===== src/rtl/core_task_dispatcher.sv =====
// Round-robin task dispatcher: accepts one task at a time, asks the external
// next-free-core finder for a target, then issues over a per-core valid/ack.
module core_task_dispatcher #(
    parameter int NUM_OF_CORES = 16,
    parameter int CORE_ID_SIZE = 4,
    parameter int TASK_WIDTH   = 32
) (
    input  logic                    clk,
    input  logic                    rst_n,
    input  logic                    task_valid,
    input  logic [TASK_WIDTH-1:0]   task_data,
    output logic                    task_ready,
    input  logic [NUM_OF_CORES-1:0] core_free,
    output logic [NUM_OF_CORES-1:0] search_mask,
    output logic [CORE_ID_SIZE-1:0] search_start,
    input  logic [CORE_ID_SIZE:0]   search_result,
    output logic [NUM_OF_CORES-1:0] dispatch_valid,
    output logic [TASK_WIDTH-1:0]   dispatch_data,
    input  logic [NUM_OF_CORES-1:0] dispatch_ack,
    output logic [CORE_ID_SIZE-1:0] last_id,
    output logic [15:0]             stall_cnt
);
    // state  | meaning
    // IDLE   | waiting for an upstream task; task_ready high
    // SEARCH | finder consulted every cycle until it reports a free core
    // ISSUE  | dispatch_valid held on target until ack or target goes busy
    typedef enum logic [1:0] {IDLE, SEARCH, ISSUE} state_t;

    localparam logic [CORE_ID_SIZE-1:0] LAST_ID_RST = CORE_ID_SIZE'(NUM_OF_CORES - 1);
    localparam logic [NUM_OF_CORES-1:0] ONE_HOT_0   = NUM_OF_CORES'(1);

    state_t                  state;
    logic [CORE_ID_SIZE-1:0] target;
    logic [TASK_WIDTH-1:0]   task_q;

    assign search_mask   = core_free;
    assign search_start  = last_id;
    assign dispatch_data = task_q;

    always_ff @(posedge clk or negedge rst_n) begin
        if (!rst_n) begin
            state          <= IDLE;
            task_ready     <= 1'b1;
            dispatch_valid <= '0;
            task_q         <= '0;
            target         <= '0;
            last_id        <= LAST_ID_RST;
            stall_cnt      <= 16'd0;
        end else begin
            case (state)
                IDLE: begin
                    if (task_valid && task_ready) begin
                        task_q     <= task_data;
                        task_ready <= 1'b0;
                        state      <= SEARCH;
                    end
                end
                SEARCH: begin
                    if (search_result[CORE_ID_SIZE]) begin
                        if (stall_cnt != 16'hFFFF) begin
                            stall_cnt <= stall_cnt + 16'd1;
                        end
                    end else begin
                        target         <= search_result[CORE_ID_SIZE-1:0];
                        dispatch_valid <= ONE_HOT_0 << search_result[CORE_ID_SIZE-1:0];
                        state          <= ISSUE;
                    end
                end
                ISSUE: begin
                    // ack wins over a simultaneous busy indication
                    if (dispatch_ack[target]) begin
                        last_id        <= target;
                        dispatch_valid <= '0;
                        task_ready     <= 1'b1;
                        state          <= IDLE;
                    end else if (!core_free[target]) begin
                        dispatch_valid <= '0;
                        state          <= SEARCH;
                    end
                end
                default: begin
                    dispatch_valid <= '0;
                    task_ready     <= 1'b1;
                    state          <= IDLE;
                end
            endcase
        end
    end
endmodule

===== config.mk =====
export PLATFORM = sky130hd
export DESIGN_NAME = core_task_dispatcher
export DESIGN_NICKNAME = d
export VERILOG_FILES = /design/src/rtl/core_task_dispatcher.sv
export SDC_FILE = /design/constraint.sdc
export NUM_CORES = 1
export LEC_CHECK = 0
export CAP_MARGIN = 20
export CELL_PAD_IN_SITES_DETAIL_PLACEMENT = 0
export CELL_PAD_IN_SITES_GLOBAL_PLACEMENT = 1
export CORE_MARGIN = 2
export CORE_UTILIZATION = 35
export DETAILED_ROUTE_END_ITERATION = 12
export GPL_TIMING_DRIVEN = 0
export PLACE_DENSITY = 0.95
export SETUP_SLACK_MARGIN = 0.1
export SLEW_MARGIN = 20
export SYNTH_ARGS = -nofsm -noshare
export SYNTH_HDL_FRONTEND = slang
export SYNTH_SLANG_ARGS = --single-unit

===== constraint.sdc =====
create_clock -name clk -period 4.7 [get_ports clk]
set_clock_uncertainty 0.15 [all_clocks]
set_input_delay 0.705 -clock clk [delete_from_list [all_inputs] [get_ports clk]]
set_output_delay 0.705 -clock clk [all_outputs]
set_load 0.01 [all_outputs]

# After elaboration in Yosys (flattened, before gate mapping)
# Cells that the tools add are included.
dict set report classes {
  addsub 1
  n_lt_le_gt_ge 1
  eq_ne 7
  shifts 1
  mux 16
  bitwise_logic 3
  n_reduce_logical 9
}
# op count
set op_table {}
lappend op_table {{16-bit two-way mux} 3}
lappend op_table {{16-bit one-hot mux with 3 select lines} 1}
lappend op_table {{16-bit by 1-bit adder with 16-bit output (second input constant)} 1}
lappend op_table {{16-bit != test (second input constant)} 1}
lappend op_table {{1-bit by 4-bit << shifter with 16-bit output (first input constant)} 1}
lappend op_table {{3-bit AND reduction} 4}
lappend op_table {{1-bit binary-select mux with 4-bit select} 2}
lappend op_table {{2-bit two-way mux} 4}
lappend op_table {{2-bit != test (second input constant)} 3}
lappend op_table {{2-bit one-hot mux with 3 select lines} 1}
lappend op_table {{2-bit AND reduction} 3}
lappend op_table {{4-bit by 5-bit less-than comparator with 1-bit output (second input constant)} 1}
lappend op_table {{1-bit two-way mux} 4}
lappend op_table {{3-bit != test (second input constant)} 1}
lappend op_table {{1-bit inverter} 3}
lappend op_table {{1-bit one-hot mux with 3 select lines} 1}
lappend op_table {{2-bit by 1-bit equality test with 1-bit output (second input constant)} 1}
lappend op_table {{2-bit equality test (second input constant)} 1}
lappend op_table {{2-bit logical NOT} 1}
lappend op_table {{1-bit logical AND} 1}
dict set report word_totals {
  ff_bits 75
  in_bits 72
  output_inout_bits 89
  elab_cells 45
}

# Longest topological paths before layout
# Gate-level depths: netlist of the first run.
dict set report depth {
  word_depth 5
  ltp_mapped 8
  depth_no_buf 6
}

# Least setup slack after synthesis of the first run
# No wires, ideal clock.
dict set report synth_path {
  path_kind {input to register}
  from {input dispatch_ack[7]}
  to {register dispatch_valid[14]}
  setup_time_ns 0.117
  t_arrival_ns 1.935
  t_required_ns 4.433
  path_slack_ns 2.498
  path_stages 6
  path_buffers 1
  cell_sequence {mux2i_1 -> mux4_2 -> a22o_2 -> a21oi_4 -> buf_6 -> o21ai_2}
}
dict set report synth_between {
  elab_chain_len 4
  word_cells_on_any_way 6
  cone_classes {1 x eq/ne; 4 x mux; 1 x reduce/logical}
}
# element line
set synth_lines {}
lappend synth_lines {{start: declaration} 19} ;# input logic [NUM_OF_CORES-1:0] dispatch_ack,
lappend synth_lines {{1-bit binary-select mux with 4-bit select (*)} 71} ;# if (dispatch_ack[target]) begin
lappend synth_lines {{1-bit two-way mux (not written as such) (*)} 71}
lappend synth_lines {{3-bit != test (no source line) / 16-bit two-way mux (equally long branches)} --}
lappend synth_lines {{3-bit AND reduction (no source line) / 16-bit one-hot mux with 3 select lines (equally long branches)} --}
lappend synth_lines {{end signal: assignment} 65} ;# dispatch_valid <= ONE_HOT_0 << search_result[CORE_ID_SIZE-1:0];
lappend synth_lines {{end: declaration} 17} ;# output logic [NUM_OF_CORES-1:0] dispatch_valid,
# Mark *: on every way between the ends. The rest lies on a longest branch, timed or not. The select of a mux whose other input is x is not followed.
# A chain may end at the register's enable or synchronous reset.

# Worst setup path in the final report of the first run
dict set report layout_path {
  from {input core_free[6]}
  to {output search_mask[6]}
}
# element line
set layout_lines {}
lappend layout_lines {{start: declaration} 13} ;# input logic [NUM_OF_CORES-1:0] core_free,
lappend layout_lines {{end: declaration} 14} ;# output logic [NUM_OF_CORES-1:0] search_mask,
# No word-level cell between the ends.

==> flow_summary_export.csv, run 1 <==
group,metric,value,unit
status,status,"finished clean",
synth,synth_async_sr_flop_share,100,%
sta,setup_tns,0,ns
grt,grt_pass1_wl,14.5,mm
routing,vias,2901,
die,core-area,10300,um^2
worst_setup_path,cp-start-kind,"input port",
sta,fmax,370,MHz
layout,diodes,0,
pwr,p_leak,2.48,nW
placement,port_buffers,160,
synth,netlist.area_leader.share,47.1,%
placement,dpl-instance-area,5520,um^2
synth,synth_seq_area_share,50.6,%
worst_setup_path,cp_num_buf_inv,3,
pwr,internal-power,2.01,mW
clock_tree,cts_made_buffers,9,
clock_tree,cts_tree,"done",
layout,syn_to_final_growth,53.8,%
sta,relSlewSlack,44.8,%
die,num_io_pins,161,
synth,synth_seq_cells,75,
synth,syn_inst,307,
clock_tree,cts.hold.buffers_added,0,
placement,gp_congestion,0.724,
routing,wl_per_cell,14.5,um
pwr,p_per_area,509,nW/um^2
worst_setup_path,critPathMaxStageDelay,0.52,ns
worst_setup_path,crit_type,"input port to primary output",
pwr,peakVddDrop,0.185,mV
routing,dr.pass1.iters,5,
worst_setup_path,crit_path_max_fanout,2,
routing,drt_iter0_drc,59,
synth,syn_area,3720,um^2
sta,worst_slew_pin_slew,0.826,ns
placement,dp_hpwl,7.20,mm
clock_tree,cts.repair.resized,0,
pwr,clockPowerShare,17.9,%
die,die_area,11500,um^2
clock_tree,clkSlewWorstSetupHoldPaths,0.08,ns
worst_setup_path,worstPathRequired,3.85,ns
clock_tree,postCtsSetupBuffers,0,
layout,mostFrequentLayoutCells,"clkdlybuf4s50_1 (159), dfrtp_1 (70), mux2_2 (36)",
synth,synth-edff-count,0,
worst_setup_path,critPathArrivalTime,1.85,ns
synth,yosysTopAreaCell,"dfrtp_1",
pwr,switching_power,903,uW
pwr,swShare,31.0,%
die,start_util,36.1,%
pwr,seqPwrFrac,35.2,%
die,die_y,107,um
synth,synth_area_leaders,"dfrtp_1 (47%), mux2_2 (11%), mux4_1 (4.2%)",
pwr,pwr-share-comb,46.9,%
worst_setup_path,path_cells,"clkdlybuf4s50_1 > buf_4 > clkdlybuf4s50_1",
synth,ys_types,41,
synth,syn_avg_cell_area,12.1,um^2
worst_setup_path,slowest_stage,"clkdlybuf4s50_1",
clock_tree,htree_levels,3,
sta,rsz0062_at_grt,"false",
grt,grt-ovfl-total,0,
clock_tree,clkLatencyLatePin,0.34,ns
grt,antenna_found_initial,0,
routing,drc,0,
routing,wirelength,8.98,mm
placement,place_inst,604,
sta,final-setup-viol-count,0,
worst_setup_path,crit_family,"buffers and inverters",
layout,mostFrequentLayoutCell,"clkdlybuf4s50_1",
layout,drive_above_1_share,22.2,%
sta,post-route-min-period,2.70,ns
layout,stdcell_count,619,
grt,grt.total_usage,16.0,%
flow_run,max_cap_viol_count,0,
clock_tree,clock-sinks,75,
clock_tree,cts_max_path_buffers,2,
worst_setup_path,crit_top_cell,"clkdlybuf4s50_1",
worst_setup_path,cp-end-kind,"primary output",
sta,period_share,57.5,%
die,die_x,107,um
synth,syn_nets,380,
synth,yosysWarnings,0,
routing,via_per_inst,4.69,
routing,ant_nets,0,
clock_tree,cts.root.buffer_cell,"clkbuf_8",
grt,grt_max_degree,47,
layout,final_cell_area,5730,um^2
sta,report.final.hold_viol_count,0,
sta,finalMaxSlewViolations,0,
die,row_count,37,
grt,grt_pass1_vias,3029,
synth,synthFlopType,"dfrtp_1",
layout,final_nets,552,
hold_path,hold_path.class,"input port to asynchronous set/reset pin",
-- area by class of cell --
type	instances	area [um^2]
plain buffers	28	226
clock buffers	10	128
clock inverters	5	78.8
fillers	874	4600
inverters	20	75.1
multi-input cells	184	1540
flip-flops and latches	75	1880
well taps	136	170
repair buffers	161	1630
-- per-layer routing --
metal  wire length, um  global-route usage [%]  share of wire, %
met4               102                    5.29               1.1
met3               687                    4.62               7.6
met2              4420                    28.2                49
met1              3770                    18.7                42
met5                 0                       0                 0
-- final timing paths --
check | start | to | slack [ns] | depth (start not counted)
max | core_free[6] | search_mask[6] | 2.00 | 3
min | rst_n | dispatch_data[11] | 0.14 | 1
max reg2reg | state[0] | dispatch_data[30] | 2.31 | 4
min reg2reg | dispatch_data[8] | dispatch_data[8] | 0.36 | 1
max in group asynchronous | rst_n | dispatch_valid[1] | 3.70 | 2
min in group clk | dispatch_data[8] | dispatch_data[8] | 0.36 | 1
-- cells by family (layout without fill, tap and decap cells) --
family / count (synthesis) / count (layout) / share of synthesized area (%)
adder cells (fa/ha/maj): 1 / 1 / 0.336
AO/OA/AOI/OAI: 31 / 31 / 6.02
AND/OR/NAND/NOR: 78 / 78 / 10.3
buffers and inverters: 48 / 224 / 8.10
flip-flops: 75 / 75 / 50.6
XOR/XNOR: 14 / 14 / 3.29
multiplexers: 60 / 60 / 21.4
-- flip-flops by register name, summed over array words and instances (netlist names) --
signal	flops
last_id	4
dispatch_data	32
state	2
target	4
task_ready	1
dispatch_valid	16
stall_cnt	16
-- through the flow --
step	worst slack, ns	utilization (%)	hold WS [ns]	power (mW)
CTS	1.98	55.5	0.138	2.96
detailed placement	1.64	53.5	0.344	2.43
global placement	0.276	53.2	0.329	2.38
floorplan	2.50	-	0.259	1.75
finish	2.00	55.5	0.139	2.92
global route	1.85	55.5	0.152	3.10
-- power groups by stage --
stage	clock (mW)	sequential (mW)	combinational [mW]
2_1_floorplan	0	1.12	0.627
3_3_place_gp	0	1.03	1.35
3_5_place_dp	0	1.04	1.38
4_1_cts	0.540	1.03	1.39
5_1_grt	0.571	1.06	1.47
6_report	0.522	1.03	1.37
-- synth_stat cells (all sizes together), types with 2 or more instances --
cell    count
nand2b      4
dfrtp      70
nor2       15
buf        28
and4        2
o21ai      22
xnor2       9
mux4        9
nor2b       2
inv        19
dfstp       5
mux2       39
a21oi       4
nand2      31
and3        4
nand4       5
xor2        5
nor3b       2
and2        2
mux2i      12
nand3       7
(Power assumes the default switching activity.)
==> run 2, diff against run 1 <==
Settings changed: CORE_UTILIZATION 35 to 29, PLACE_DENSITY 0.95 to 0.85.
Clock period 4.7 ns to 2.45 ns, I/O delays scaled along.
==> flow_summary_export.csv, run 2 (synthesis gave the netlist of run 1 again) <==
group,metric,value,unit
pwr,pwr-share-comb,43.4,%
sta,worst_slew_pin_slew,0.682,ns
sta,relSlewSlack,53.9,%
grt,grt_max_degree,43,
clock_tree,clkLatencyLatePin,0.33,ns
routing,drt_iter0_drc,106,
pwr,p_per_area,1040,nW/um^2
placement,pre_cts_slack,-0.198,ns
worst_setup_path,crit_type,"flop to flop",
die,num_io_pins,161,
sta,report.final.hold_viol_count,0,
flow_run,max_cap_viol_count,0,
routing,wl_per_cell,14.3,um
clock_tree,cts.root.buffer_cell,"clkbuf_16",
sta,post-route-min-period,2.28,ns
layout,largest_reg_flops,32,
layout,final_cell_area,5930,um^2
grt,grt.total_usage,14.1,%
grt,grt-ovfl-total,0,
pwr,switching_power,1.83,mW
pwr,seqPwrFrac,32.2,%
layout,mostFrequentLayoutCells,"clkdlybuf4s50_1 (159), dfrtp_1 (70), mux2_2 (36)",
grt,grt_pass1_vias,3082,
grt,use_met2,24.0,%
worst_setup_path,crit_path_max_fanout,10,
sta,period_share,93.2,%
sta,finalMaxSlewViolations,0,
placement,dpl-instance-area,5560,um^2
layout,syn_to_final_growth,59.3,%
worst_setup_path,critPathArrivalTime,2.39,ns
routing,dr.pass1.iters,4,
pwr,p_leak,2.54,nW
worst_setup_path,cp-end-kind,"flop",
die,core-area,12600,um^2
routing,via_per_inst,4.45,
die,die_area,13800,um^2
pwr,swShare,29.7,%
grt,gr-usage-met3,4.79,%
sta,setup_ws,0.167,ns
clock_tree,cts_tree,"done",
die,die_x,117,um
grt,grt_use_met1,16.8,%
status,status,"finished clean",
pwr,clockPowerShare,24.5,%
placement,dp_hpwl,7.25,mm
routing,vias,2925,
routing,drc,0,
worst_setup_path,cp-start-kind,"flop",
clock_tree,clock-sinks,75,
pwr,peakVddDrop,0.348,mV
clock_tree,htree_levels,3,
layout,drive_above_1_share,23.0,%
layout,diodes,0,
grt,grt_pass1_wl,14.9,mm
sta,fmax,438,MHz
die,start_util,29.6,%
pwr,internal-power,4.32,mW
clock_tree,cts_made_buffers,9,
layout,final_nets,554,
grt,busiest_layer,"met2",
hold_path,hold_path.class,"flop to flop",
sta,rsz0062_at_grt,"false",
grt,antenna_found_initial,0,
placement,gp_congestion,0.780,
routing,wirelength,9.43,mm
die,row_count,41,
placement,port_buffers,160,
clock_tree,cts_max_path_buffers,2,
layout,mostFrequentLayoutCell,"clkdlybuf4s50_1",
die,die_y,117,um
clock_tree,clkSlewWorstSetupHoldPaths,0.06,ns
sta,final-setup-viol-count,0,
routing,ant_nets,0,
worst_setup_path,worstPathRequired,2.56,ns
layout,n_fill_cell,1179,
-- run 2: changes by cell type in the layout (fill, tap and decap cells not counted), moves of 2 or more --
cell       delta
clkbuf_16     +9
clkbuf_8      -9
mux2i_1       -2
mux2i_2       +2
-- run 2: power groups by stage --
stage / Sequential, mW / Combinational [mW] / Clock (mW)
2_1_floorplan: 2.16 / 1.20 / 0
3_3_place_gp: 1.98 / 2.62 / 0
3_5_place_dp: 2.01 / 2.66 / 0
4_1_cts: 1.99 / 2.68 / 1.56
5_1_grt: 2.04 / 2.88 / 1.60
6_report: 1.98 / 2.66 / 1.50
-- run 2: repair_timing --
| item | CTS | global route |
|---|---|---|
| pin swaps | 1 | 0 |
| gates resized for setup | 1 | 2 |
| setup buffers | 1 | 0 |
| setup endpoints to repair | 39 | 16 |
| endpoints found under the hold margin | 32 | 0 |
| hold buffers | 1 | 0 |
-- run 2: path summary, 6_finish.rpt --
kind	from	endpoint	slack, ns	cells after the start
worst min-delay path	dispatch_data[4]	dispatch_data[4]	0.35	1
max in group asynchronous	rst_n	last_id[1]	1.12	3
worst max register to register	target[2]	last_id[2]	0.17	7
min in group asynchronous	rst_n	dispatch_data[11]	0.40	2
worst min register to register	dispatch_data[4]	dispatch_data[4]	0.35	1
worst max-delay path	target[2]	last_id[2]	0.17	7
-- run 2: metrics by stage --
step | std cells | hold slack [ns] | util, % | total power [mW] | TNS, ns
after floorplan | 307 | -0.0781 | - | 3.36 | 0
after global placement | 639 | 0.328 | 44.1 | 4.60 | -131.36
after detailed placement | 640 | 0.196 | 44.2 | 4.67 | -5.60
after CTS | 658 | 0.357 | 47.1 | 6.23 | 0
after global routing | 658 | 0.365 | 47.2 | 6.53 | 0
final | 658 | 0.353 | 47.2 | 6.15 | 0
-- run 2: per-layer routing --
metal,share of wire (%),vias up
met4,1.2,0
met3,8.4,10
met2,49,113
met1,42,1408
li1,-,1394
met5,0,-
-- run 2: worst max-delay path, cell delays in order, from the launching register on --
cell and delay [ns]:
dfrtp_1 0.37, buf_6 0.14, buf_12 0.14, mux2i_1 0.12
mux4_2 0.52, mux2_4 0.32, nand2b_4 0.16, mux2_4 0.29
-- run 2: cell type report --
class	count	area, um^2	area share [%]
repair buffers	163	1640	27.6
multi-input cells	184	1550	26.2
plain buffers	28	226	3.82
inverters	20	75.1	1.27
flip-flops and latches	75	1880	31.8
well taps	172	215	3.63
clock inverters	6	113	1.90
clock buffers	10	229	3.86
